### src/rtl/trace_pkg.sv
// rtl/trace_pkg.sv - shared types and constants for the retire-trace buffer
package trace_pkg;

  localparam int REG_W = 5;
  localparam int TS_W  = 32;

  typedef enum logic [1:0] {
    ST_ARMED = 2'd0,
    ST_RUN   = 2'd1,
    ST_STOP  = 2'd2
  } state_e;

  // Record layout at the default 32-bit PC and data widths; the buffer builds
  // its own copy of this layout sized by its parameters.
  typedef struct packed {
    logic [31:0]      pc;
    logic             ena;
    logic [REG_W-1:0] rd;
    logic [31:0]      value;
`ifdef TRACE_TIMESTAMP_EN
    logic [TS_W-1:0]  ts;
`endif
  } trace_rec_t;

endpackage

### src/rtl/trace_ram.sv
// rtl/trace_ram.sv - record storage, one synchronous write port and one asynchronous read port
module trace_ram #(
  parameter int W     = 8,
  parameter int DEPTH = 16
) (
  input  logic                     clk_i,
  input  logic                     we_i,
  input  logic [$clog2(DEPTH)-1:0] waddr_i,
  input  logic [W-1:0]             wdata_i,
  input  logic [$clog2(DEPTH)-1:0] raddr_i,
  output logic [W-1:0]             rdata_o
);

  logic [W-1:0] mem_q [DEPTH];

  // Contents are deliberately not reset; validity is tracked by the occupancy count.
  always_ff @(posedge clk_i) begin
    if (we_i) mem_q[waddr_i] <= wdata_i;
  end

  assign rdata_o = mem_q[raddr_i];

endmodule

### src/rtl/wb_trace_buffer.sv
// rtl/wb_trace_buffer.sv - triggered circular retire-trace FIFO; TRACE_TIMESTAMP_EN adds per-record cycle stamps
module wb_trace_buffer
  import trace_pkg::*;
#(
  parameter int DEPTH     = 16,
  parameter int PC_W      = 32,
  parameter int DATA_W    = 32,
  parameter int OVERWRITE = 0,
  parameter int CNT_W     = 16
) (
  input  logic                       cpu_clk,
  input  logic                       cpu_rst,
  input  logic                       in_valid,
  input  logic [PC_W-1:0]            in_pc,
  input  logic                       in_ena,
  input  logic [REG_W-1:0]           in_reg,
  input  logic [DATA_W-1:0]          in_value,
  input  logic                       trig_en,
  input  logic [PC_W-1:0]            trig_pc,
  input  logic                       clear,
  output logic                       out_valid,
  input  logic                       out_ready,
  output logic [PC_W-1:0]            out_pc,
  output logic                       out_ena,
  output logic [REG_W-1:0]           out_reg,
  output logic [DATA_W-1:0]          out_value,
  output logic [$clog2(DEPTH):0]     count,
  output logic                       full,
  output logic                       empty,
  output logic [CNT_W-1:0]           overflow_cnt,
  output logic [1:0]                 state
`ifdef TRACE_TIMESTAMP_EN
  ,
  output logic [TS_W-1:0]            out_ts
`endif
);

  localparam int AW = $clog2(DEPTH);
  localparam logic [AW:0]      DEPTH_C = (AW+1)'(DEPTH);
  localparam logic [AW:0]      CNT_ONE = (AW+1)'(1);
  localparam logic [AW-1:0]    PTR_ONE = AW'(1);
  localparam logic [CNT_W-1:0] OVF_ONE = CNT_W'(1);

  typedef struct packed {
    logic [PC_W-1:0]   pc;
    logic              ena;
    logic [REG_W-1:0]  rd;
    logic [DATA_W-1:0] value;
`ifdef TRACE_TIMESTAMP_EN
    logic [TS_W-1:0]   ts;
`endif
  } rec_t;

  state_e            state_q, state_d;
  logic [AW-1:0]     head_q, head_d, tail_q, tail_d;
  logic [AW:0]       count_q, count_d;
  logic [CNT_W-1:0]  ovf_q, ovf_d;
  logic              push_acc, pop, wr_en, ovr, drop, is_full, is_empty;
  rec_t              wr_rec, rd_rec, head_rec;

  assign is_full  = (count_q == DEPTH_C);
  assign is_empty = (count_q == '0);
  assign pop      = !is_empty && out_ready;

  // Decide whether the incoming record is accepted and how a full buffer handles it.
  always_comb begin
    push_acc = 1'b0;
    case (state_q)
      ST_ARMED: push_acc = in_valid && (!trig_en || (in_pc == trig_pc));
      ST_RUN:   push_acc = in_valid;
      default:  push_acc = 1'b0;
    endcase
    wr_en = push_acc && !clear && (!is_full || pop || (OVERWRITE != 0));
    ovr   = push_acc && is_full && !pop && (OVERWRITE != 0);
    drop  = push_acc && is_full && !pop && (OVERWRITE == 0);
  end

  // Next-state for FSM, pointers, occupancy and overflow counter; clear beats push and pop.
  always_comb begin
    state_d = state_q;
    head_d  = head_q;
    tail_d  = tail_q;
    count_d = count_q;
    ovf_d   = ovf_q;
    if (clear) begin
      state_d = ST_ARMED;
      head_d  = '0;
      tail_d  = '0;
      count_d = '0;
      ovf_d   = '0;
    end else begin
      if (state_q == ST_ARMED && push_acc) state_d = ST_RUN;
      if (drop)                            state_d = ST_STOP;
      if (wr_en)                           tail_d  = tail_q + PTR_ONE;
      if (pop || ovr)                      head_d  = head_q + PTR_ONE;
      if ((drop || ovr) && ovf_q != '1)    ovf_d   = ovf_q + OVF_ONE;
      if (wr_en && !ovr && !pop)           count_d = count_q + CNT_ONE;
      else if (pop && !wr_en)              count_d = count_q - CNT_ONE;
    end
  end

  // Control state registers with asynchronous reset.
  always_ff @(posedge cpu_clk or posedge cpu_rst) begin
    if (cpu_rst) begin
      state_q <= ST_ARMED;
      head_q  <= '0;
      tail_q  <= '0;
      count_q <= '0;
      ovf_q   <= '0;
    end else begin
      state_q <= state_d;
      head_q  <= head_d;
      tail_q  <= tail_d;
      count_q <= count_d;
      ovf_q   <= ovf_d;
    end
  end

`ifdef TRACE_TIMESTAMP_EN
  logic [TS_W-1:0] ts_q;

  // Free-running cycle stamp; wraps naturally and is not affected by clear.
  always_ff @(posedge cpu_clk or posedge cpu_rst) begin
    if (cpu_rst) ts_q <= '0;
    else         ts_q <= ts_q + TS_W'(1);
  end
`endif

  // Pack the incoming record and mask the head record to zero while empty.
  always_comb begin
    wr_rec       = '0;
    wr_rec.pc    = in_pc;
    wr_rec.ena   = in_ena;
    wr_rec.rd    = in_reg;
    wr_rec.value = in_value;
`ifdef TRACE_TIMESTAMP_EN
    wr_rec.ts    = ts_q;
`endif
    head_rec     = is_empty ? '0 : rd_rec;
  end

  trace_ram #(
    .W     ($bits(rec_t)),
    .DEPTH (DEPTH)
  ) u_ram (
    .clk_i   (cpu_clk),
    .we_i    (wr_en),
    .waddr_i (tail_q),
    .wdata_i (wr_rec),
    .raddr_i (head_q),
    .rdata_o (rd_rec)
  );

  assign out_valid    = !is_empty;
  assign out_pc       = head_rec.pc;
  assign out_ena      = head_rec.ena;
  assign out_reg      = head_rec.rd;
  assign out_value    = head_rec.value;
`ifdef TRACE_TIMESTAMP_EN
  assign out_ts       = head_rec.ts;
`endif
  assign count        = count_q;
  assign full         = is_full;
  assign empty        = is_empty;
  assign overflow_cnt = ovf_q;
  assign state        = state_q;

endmodule
### config.mk
export PLATFORM = sky130hd
export DESIGN_NAME = wb_trace_buffer
export DESIGN_NICKNAME = d
export VERILOG_FILES = /design/src/rtl/trace_pkg.sv /design/src/rtl/trace_ram.sv /design/src/rtl/wb_trace_buffer.sv
export SDC_FILE = /design/constraint.sdc
export NUM_CORES = 1
export LEC_CHECK = 0
export CAP_MARGIN = 10
export CORE_AREA = 2 2 426 428
export DETAILED_ROUTE_END_ITERATION = 8
export DIE_AREA = 0 0 428 430
export GPL_TIMING_DRIVEN = 0
export HOLD_SLACK_MARGIN = 0.1
export PLACE_DENSITY = 0.4
export SYNTH_ARGS = -nofsm -noshare
export SYNTH_HDL_FRONTEND = slang
export SYNTH_SLANG_ARGS = --single-unit
### constraint.sdc
create_clock -name cpu_clk -period 11 [get_ports cpu_clk]
set_input_delay 1.1 -clock cpu_clk [delete_from_list [all_inputs] [get_ports cpu_clk]]
set_output_delay 1.1 -clock cpu_clk [all_outputs]
set_load 0.02 [all_outputs]
==> flow_metrics.tcl, run 1 <==
set metrics [dict create \
    wire_per_inst_um 27.9 \
    ys_warn_count 0 \
    globalplace.congestion 0.704 \
    min_path_type "reg2reg" \
    viasPerCell 4.46 \
    ir_drop_v 0.000156 \
    holdBufCountCts 0 \
    fmax_mhz 174 \
    final_nets 2406 \
    yosysMostFrequentCell "edfxtp_1" \
    grt.total_usage_pct 14.4 \
    overflow 0 \
    cp-end-kind "output port" \
    powerDensity_mw_per_mm2 207 \
    grt_max_degree 37 \
    vias 21200 \
    netlist_instances 1888 \
    syn-num-nets 2007 \
    grt_pass1_vias 23300 \
    crit_path_start_kind "register" \
    grt_pass1_wl_mm 183 \
    cts_resized 0 \
    detailedRoute.firstIterationViolations 1614 \
    max_stage_delay_ps 870 \
    synthToLayoutAreaGrowth_pct 22.6 \
    skew_ps 23.7 \
    cap_viol_max_count 0 \
    period_minus_slack_ps 5750 \
    path_class "reg2out" \
    synth_largest_area_cell "edfxtp_1" \
    rsz0062_at_grt "false" \
    cts_tree "yes" \
    synth_top_area_share_pct 75.3 \
    synth_area_mm2 0.0446 \
    synthFlopType "edfxtp_1" \
    cp.arrival_ps 4650 \
    worstPathCellList "clkbuf_1 > clkbuf_1 > buf_2 > mux4_2 > mux4_2 > and2_1 > clkdlybuf4s50_1" \
    die_x_um 428 \
    wirelength_mm 133 \
    tightest_slew_ps 1330 \
    initial_core_util_pct 24.8 \
    clock_latency_ps 760 \
    synthSimpleGateAreaFrac_pct 2.40 \
    synth_edf_count 1120 \
    synth_top_family_by_area "multiplexers" \
    die_height_um 430 \
    synth_common_cells "edfxtp_1, mux4_2, and2_1" \
    synth_compound_area_share_pct 0.572 \
    synth.distinct_cells 44 \
    setup_viol 0 \
    cts-buffers-inserted 130 \
    rows 156 \
    clock-root-buffer "clkbuf_16" \
    outcome "completed" \
    fin_crit_sh_pct 52.2 \
    drtPass1Iterations 5 \
    power_uw 11300 \
    cts_max_level 4 \
    fill_cells 17200 \
    dieArea_mm2 0.184 \
    ys_top_cells_by_area "edfxtp_1, mux4_2, dfrtp_1" \
    ys_seq_area_share_pct 77.1 \
    place.port_buffers 202 \
    pin_count 204 \
    place_hpwl_mm 79.5 \
    setup_ws_ps 5250 \
    clkTransAtPathRegs_ps 60 \
    antenna_found_initial 21 \
    ys_async_sr_fraction_pct 2.69 \
    drv_slew 0 \
    path_buf_inv 4 \
    crit_path_max_fanout 10 \
    postRouteAntennaNets 0 \
    crit_slowest_cell "clkbuf_1" \
    core_mm2 0.180 \
    hold_violations 0 \
    leakagePower_uw 0.0165 \
    cts_setup_buffers 0 \
    synth-seq-cells 1151 \
    critPathTopFamily "buffers and inverters" \
    pre_cts_ws_ps 4950 \
    synth_area_per_cell_um2 23.6 \
    crit_required_ps 9900 \
    cts_sinks 1151 \
    cts_buffer_depth 3 \
    synthMuxAreaShare_pct 17.8 \
    drive_gt1_share_pct 27.2 \
    synth_xor_area_share_pct 0.765 \
    drcViolationCount 0 \
    slew_headroom_pct 11.3 \
    yosys.area_share.adder_pct 0.325 \
]
## layer usage
| metal | global-route usage (%) | wire length [µm] | vias up |
|---|---|---|---|
| li1 | - | - | 8862 |
| met1 | 18.2 | 56500 | 11600 |
| met2 | 25.0 | 67700 | 527 |
| met3 | 3.17 | 6140 | 180 |
| met4 | 3.66 | 2490 | 20 |
| met5 | 0 | 125 | - |
## where the power goes
group / leakage (µW) / switching (µW) / internal (µW)
clock: 0.00194 / 1740 / 2370
combinational: 0.00410 / 1260 / 1090
sequential: 0.0105 / 20.0 / 4850
total: 0.0165 / 3020 / 8310
## cell usage in the layout (no fill, tap or decap), types with 16 or more instances in the layout
master	n
a21oi_1	22
mux4_2	350
o21ai_0	17
dfrtp_1	31
clkbuf_1	86
clkbuf_16	134
buf_16	23
xor2_1	35
buf_2	33
buf_4	34
and2_1	74
clkdlybuf4s50_1	202
edfxtp_1	1120
clkinv_1	28
or3_1	16
## sequential cells by signal (all words and copies together), names as in the netlist
name	flops
u_ram.mem_q	1120
overflow_cnt	16
count	5
head_q	4
tail_q	4
state	2
## stage by stage
step | utilization, % | TNS [ps] | hold WS, ps | instance area [µm²] | instances
final | 30.4 | 0 | 553 | 54700 | 4759
after global routing | 30.4 | 0 | 572 | 54700 | 4755
after detailed placement | 28.2 | 0 | 551 | 50700 | 4522
after floorplan | - | 0 | 499 | 44600 | 1888
after CTS | 30.4 | 0 | 561 | 54700 | 4750
after global placement | 27.6 | -1851830 | 522 | 49600 | 4460
## worst paths after layout
| check | startpoint | end | slack, ps | cells past startpoint |
|---|---|---|---|---|
| min | tail_q[3] | tail_q[3] | 550 | 2 |
| min in group asynchronous | cpu_rst | overflow_cnt[6] | 780 | 2 |
| max | head_q[0] | out_pc[28] | 5250 | 7 |
| max in group asynchronous | cpu_rst | head_q[3] | 9650 | 3 |
| max reg2reg | count[0] | count[4] | 7160 | 13 |
| min reg2reg | tail_q[3] | tail_q[3] | 550 | 2 |
## tightest hold or removal path: cells and delay by family (launching register included)
kind,cells,cell delay (ps)
and+or+nand+nor,1,110
DFF,1,340
AOI/OAI and AO/OA,1,60
## cells by family after synthesis
logic type | count (synthesis)
AO/OA/AOI/OAI | 46
multiplexers | 356
XOR/XNOR | 39
flip-flops | 1151
adder cells (fa/ha/maj) | 11
buffers and inverters | 109
AND/OR/NAND/NOR | 176
## cell type report
cell class | count | area (µm²) | share of cell area (%)
diodes | 6 | 15.0 | 0.0274
plain buffers | 101 | 443 | 0.809
clock buffers | 169 | 3510 | 6.42
clock inverters | 59 | 470 | 0.860
inverters | 8 | 30.0 | 0.0549
multi-input cells | 628 | 9830 | 18.0
flip-flops and latches | 1151 | 34400 | 62.9
well taps | 2370 | 2970 | 5.42
repair buffers | 267 | 3040 | 5.56
Note: power is estimated with default switching activity, not from simulation.
==> run 2: changes to the inputs <==
==> constraint.sdc (replaced) <==
create_clock -name cpu_clk -period 5.44 [get_ports cpu_clk]
set_input_delay 0.544 -clock cpu_clk [delete_from_list [all_inputs] [get_ports cpu_clk]]
set_output_delay 0.544 -clock cpu_clk [all_outputs]
set_load 0.02 [all_outputs]
==> run 2 against run 1 <==
Compared with the run above:
- first-iteration DRC count grew 0.19%
- design area grew 0.12%
- sequential power grew 100%
- worst hold slack lost 320 ps
==> flow_metrics.tcl, run 2 (synthesis results as in run 1) <==
set metrics [dict create \
    clkPwrFrac_pct 36.4 \
    postRouteAntennaNets 0 \
    combPwrFrac_pct 20.8 \
    final_cell_area_mm2 0.0548 \
    wirelength_mm 132 \
    holdBufCountCts 0 \
    gr-max-usage-layer "met2" \
    cts-buffers-inserted 131 \
    grt_util_met2_pct 25.2 \
    cts_setup_buffers 0 \
    initial_core_util_pct 24.8 \
    die_x_um 428 \
    grt.total_usage_pct 14.3 \
    cts_resized 0 \
    viasPerCell 4.48 \
    drv_slew 0 \
    fin_crit_sh_pct 95.8 \
    cts_max_level 4 \
    clock-root-buffer "clkbuf_16" \
    cts_tree "yes" \
    tightest_slew_ps 1230 \
    p_seq_share_pct 42.9 \
    grt_util_met3_pct 3.10 \
    ir_drop_v 0.000247 \
    final_nets 2394 \
    dieArea_mm2 0.184 \
    largest_register_ff_count 1120 \
    final_cell_mix "edfxtp_1, mux4_2, clkdlybuf4s50_1" \
    p_sw_uw 6130 \
    p_sw_share_pct 26.7 \
    drive_gt1_share_pct 26.8 \
    die_height_um 430 \
    r2r-end "count[4]" \
    hold_violations 0 \
    drcViolationCount 0 \
    crit_path_start_kind "register" \
    antenna_found_initial 23 \
    grt_pass1_wl_mm 181 \
    path_class "reg2out" \
    skew_ps 24.1 \
    clkTransAtPathRegs_ps 60 \
    cp-end-kind "output port" \
    rrSetupSlack_ps 1710 \
    regToRegStartpoint "count[0]" \
    cts_sinks 1151 \
    rsz0062_at_grt "false" \
    cap_viol_max_count 0 \
    detailedRoute.firstIterationViolations 1617 \
    synthToLayoutAreaGrowth_pct 22.7 \
    drtPass1Iterations 5 \
    period_minus_slack_ps 5210 \
    overflow 0 \
    globalplace.congestion 0.712 \
    crit_required_ps 4900 \
    cts_buffer_depth 3 \
    clock_latency_ps 760 \
    crit_path_max_fanout 10 \
    pin_count 204 \
    core_mm2 0.180 \
    layout_commonest_cell "edfxtp_1" \
    outcome "completed" \
    grt_pass1_vias 22900 \
    leakagePower_uw 0.0165 \
    vias 21300 \
    place.port_buffers 202 \
    setup_viol 0 \
    rows 156 \
    reg2regPathDepth 13 \
    place_hpwl_mm 79.1 \
    fmax_mhz 192 \
    p_int_uw 16900 \
    slew_headroom_pct 17.7 \
    crit_start "head_q[1]" \
    postPlaceCellArea_mm2 0.0507 \
    wire_per_inst_um 27.9 \
    holdWs_ps 232 \
    grt_max_degree 38 \
    cp.arrival_ps 4670 \
    regMostFlops "u_ram.mem_q" \
    min_path_type "in2async" \
    powerDensity_mw_per_mm2 419 \
    critPathCapture "out_pc[22]" \
    gr-usage-met1_pct 17.1 \
]
run 2: changes by cell type in the layout (fill, tap and decap cells not counted), sizes merged:
cell,before,now
buf,112,99
bufinv,5,6
clkbuf,223,214
clkdlybuf4s15,0,2
clkinv,47,54
clkinvlp,1,0
diode,6,4
inv,14,15
run 2: how the worst min path moves through the flow:
stage / end / slack (ps)
2_1_floorplan: tail_q[3] / 500
3_3_place_gp: tail_q[3] / 520
3_5_place_dp: tail_q[3] / 540
4_1_cts: overflow_cnt[9] / 190
5_1_grt: overflow_cnt[2] / 270
6_report: overflow_cnt[2] / 230
run 2: layer usage:
metal | part of all wire, % | vias to the layer above
met3 | 4.6 | 207
met4 | 2.9 | 24
met5 | 0.10 | -
met1 | 40 | 11600
met2 | 52 | 535
li1 | - | 8840
run 2: power by group through the flow:
stage | clock network [µW] | registers [µW] | logic, µW
after floorplan | 0 | 10000 | 2790
after global placement | 0 | 10000 | 4890
after detailed placement | 0 | 10000 | 4960
after CTS | 8600 | 9850 | 4970
after global routing | 8910 | 9860 | 5110
final | 8350 | 9850 | 4770
run 2: stage by stage:
stage                     worst slack [ps]  std cells  util (%)  TNS (ps)  total power [µW]
final                                  227       4745      30.5         0             23000
after global routing                 0.153       4742      30.5         0             23900
after CTS                             50.1       4736      30.4         0             23400
after detailed placement              -371       4507      28.2   -115930             15000
after global placement              -10130       4460      27.6  -5318180             14900
after floorplan                       -556       1888         -    -77880             12800
run 2: cell type report:
cell class | count | area [µm²]
clock buffers | 162 | 3480
flip-flops and latches | 1151 | 34400
plain buffers | 101 | 455
diodes | 4 | 10.0
fillers | 17200 | 125000
well taps | 2370 | 2970
multi-input cells | 628 | 9850
repair buffers | 254 | 3060
inverters | 8 | 30.0
clock inverters | 67 | 527
run 2: critical path, stage by stage, from the launching register on:
cell             delay (ps)
dfrtp_1                 450
clkdlybuf4s15_1         840
clkdlybuf4s15_1         900
mux4_2                  430
mux4_2                  540
and2_1                  190
clkdlybuf4s50_1         540
==> run 3: changes to the inputs <==
--- a/config.mk
+++ b/config.mk
@@ -5,7 +5,8 @@
 export SDC_FILE = /design/constraint.sdc
 export NUM_CORES = 1
 export LEC_CHECK = 0
-export CAP_MARGIN = 10
+export ABC_AREA = 0
+export CAP_MARGIN = 25
 export CORE_AREA = 2 2 426 428
 export DETAILED_ROUTE_END_ITERATION = 8
 export DIE_AREA = 0 0 428 430
==> run 3 against run 2 <==
Compared with the run above:
- routed wire length is 0.34% lower
- global-route usage fell by 0.12 points
- sequential share of layout area fell by 0.13 points
- clock power up 0.5%
- final cell count rose by 0.17%
- largest power group unchanged
==> flow_metrics.tcl, run 3 (synthesis results as in run 1) <==
set metrics [dict create \
    die_x_um 428 \
    cap_viol_max_count 0 \
    initial_core_util_pct 24.8 \
    crit_required_ps 4900 \
    largest_register_ff_count 1120 \
    place_hpwl_mm 80.3 \
    viasPerCell 4.47 \
    ir_drop_v 0.000296 \
    postRouteAntennaNets 0 \
    worstPathCellList "clkbuf_1 > clkbuf_1 > mux4_2 > mux4_2 > and2_1 > clkdlybuf4s50_1" \
    drv_slew 0 \
    grt.total_usage_pct 14.2 \
    clock-root-buffer "clkbuf_16" \
    globalplace.congestion 0.712 \
    core_mm2 0.180 \
    overflow 0 \
    outcome "completed" \
    cts_resized 0 \
    crit_path_max_fanout 10 \
    leakagePower_uw 0.0166 \
    cts_max_level 3 \
    path_class "reg2out" \
    tightest_slew_ps 1100 \
    wirelength_mm 132 \
    dieArea_mm2 0.184 \
    skew_ps 18.5 \
    clkTransAtPathRegs_ps 60 \
    max_stage_delay_ps 810 \
    hold_violations 0 \
    die_height_um 430 \
    setup_viol 0 \
    drcViolationCount 0 \
    cts-buffers-inserted 121 \
    crit_slowest_cell "clkbuf_1" \
    place.port_buffers 202 \
    drive_gt1_share_pct 27.5 \
    layout_commonest_cell "edfxtp_1" \
    cp-end-kind "output port" \
    fmax_mhz 200 \
    grt_pass1_wl_mm 181 \
    cts_setup_buffers 0 \
    vias 21200 \
    final_nets 2394 \
    regMostFlops "u_ram.mem_q" \
    pin_count 204 \
    rows 156 \
    detailedRoute.firstIterationViolations 1608 \
    cts_buffer_depth 3 \
    rsz0062_at_grt "false" \
    holdWs_ps 268 \
    crit_path_start_kind "register" \
    cts_sinks 1151 \
    fin_crit_sh_pct 92.1 \
    final_cell_mix "edfxtp_1, mux4_2, clkdlybuf4s50_1" \
    fin_util_pct 30.5 \
    drtPass1Iterations 5 \
    synthToLayoutAreaGrowth_pct 23.0 \
    holdBufCountCts 0 \
    period_minus_slack_ps 5010 \
    powerDensity_mw_per_mm2 420 \
    cts_tree "yes" \
    wire_per_inst_um 27.7 \
    slew_headroom_pct 26.6 \
    antenna_found_initial 21 \
    clock_latency_ps 730 \
    grt_pass1_vias 22900 \
    cp.arrival_ps 4470 \
    min_path_type "in2async" \
    grt_max_degree 38 \
]
==> run 3: cell types whose count changed in the layout (fill, tap and decap cells not counted), moves of 7 or more <==
cell,previous run,this run
clkinv_1,33,22
clkinv_2,17,25
clkbuf_16,135,122
buf_6,13,21
bufinv_16,6,17
clkinvlp_4,0,7
==> run 3: path summary, 6_finish.rpt <==
path / start / endpoint / slack [ps] / cells past startpoint
max in group asynchronous: cpu_rst / tail_q[2] / 4610 / 3
min reg2reg: tail_q[3] / tail_q[3] / 550 / 2
max: head_q[1] / out_pc[22] / 430 / 6
min in group cpu_clk: clear / count[1] / 370 / 3
min: cpu_rst / overflow_cnt[2] / 270 / 2
max reg2reg: count[0] / count[4] / 1670 / 13
==> run 3: area by class of cell <==
cell class / count / area (µm²)
diodes: 2 / 5.00
inverters: 8 / 30.0
clock inverters: 78 / 866
flip-flops and latches: 1151 / 34400
well taps: 2370 / 2970
plain buffers: 101 / 443
fillers: 17100 / 125000
clock buffers: 151 / 3160
repair buffers: 264 / 3170
multi-input cells: 628 / 9850
==> run 3: stage by stage <==
| step | power [µW] | setup WS, ps | TNS (ps) | cells | cell area [µm²] |
|---|---|---|---|---|---|
| 2_1_floorplan | 12800 | -556 | -77880 | 1888 | 44700 |
| 3_3_place_gp | 14900 | -10130 | -5318180 | 4460 | 49600 |
| 3_5_place_dp | 15000 | -341 | -104970 | 4520 | 50800 |
| 4_1_cts | 23500 | 230 | 0 | 4749 | 54900 |
| 5_1_grt | 24000 | 237 | 0 | 4751 | 54900 |
| 6_report | 23000 | 431 | 0 | 4753 | 54900 |
==> run 3: routing by layer <==
layer	GRT usage, %	up-vias	part of all wire, %
met4	3.67	18	2.0
met3	2.37	185	4.1
met2	25.5	493	52
li1	-	8848	-
met5	0	-	0.087
met1	17.5	11700	41
==> run 3: critical path: cells and delay by family (launching register included) <==
kind	cells	cell delay, ps
DFF	1	440
muxes	2	970
and+or+nand+nor	1	190
buffers and inverters	3	2120
==> run 3: power breakdown <==
part / switching [µW] / total (µW) / leakage, µW / internal [µW]
clock network: 3470 / 8390 / 0.00195 / 4920
registers: 42.7 / 9850 / 0.0105 / 9810
logic: 2560 / 4800 / 0.00412 / 2240
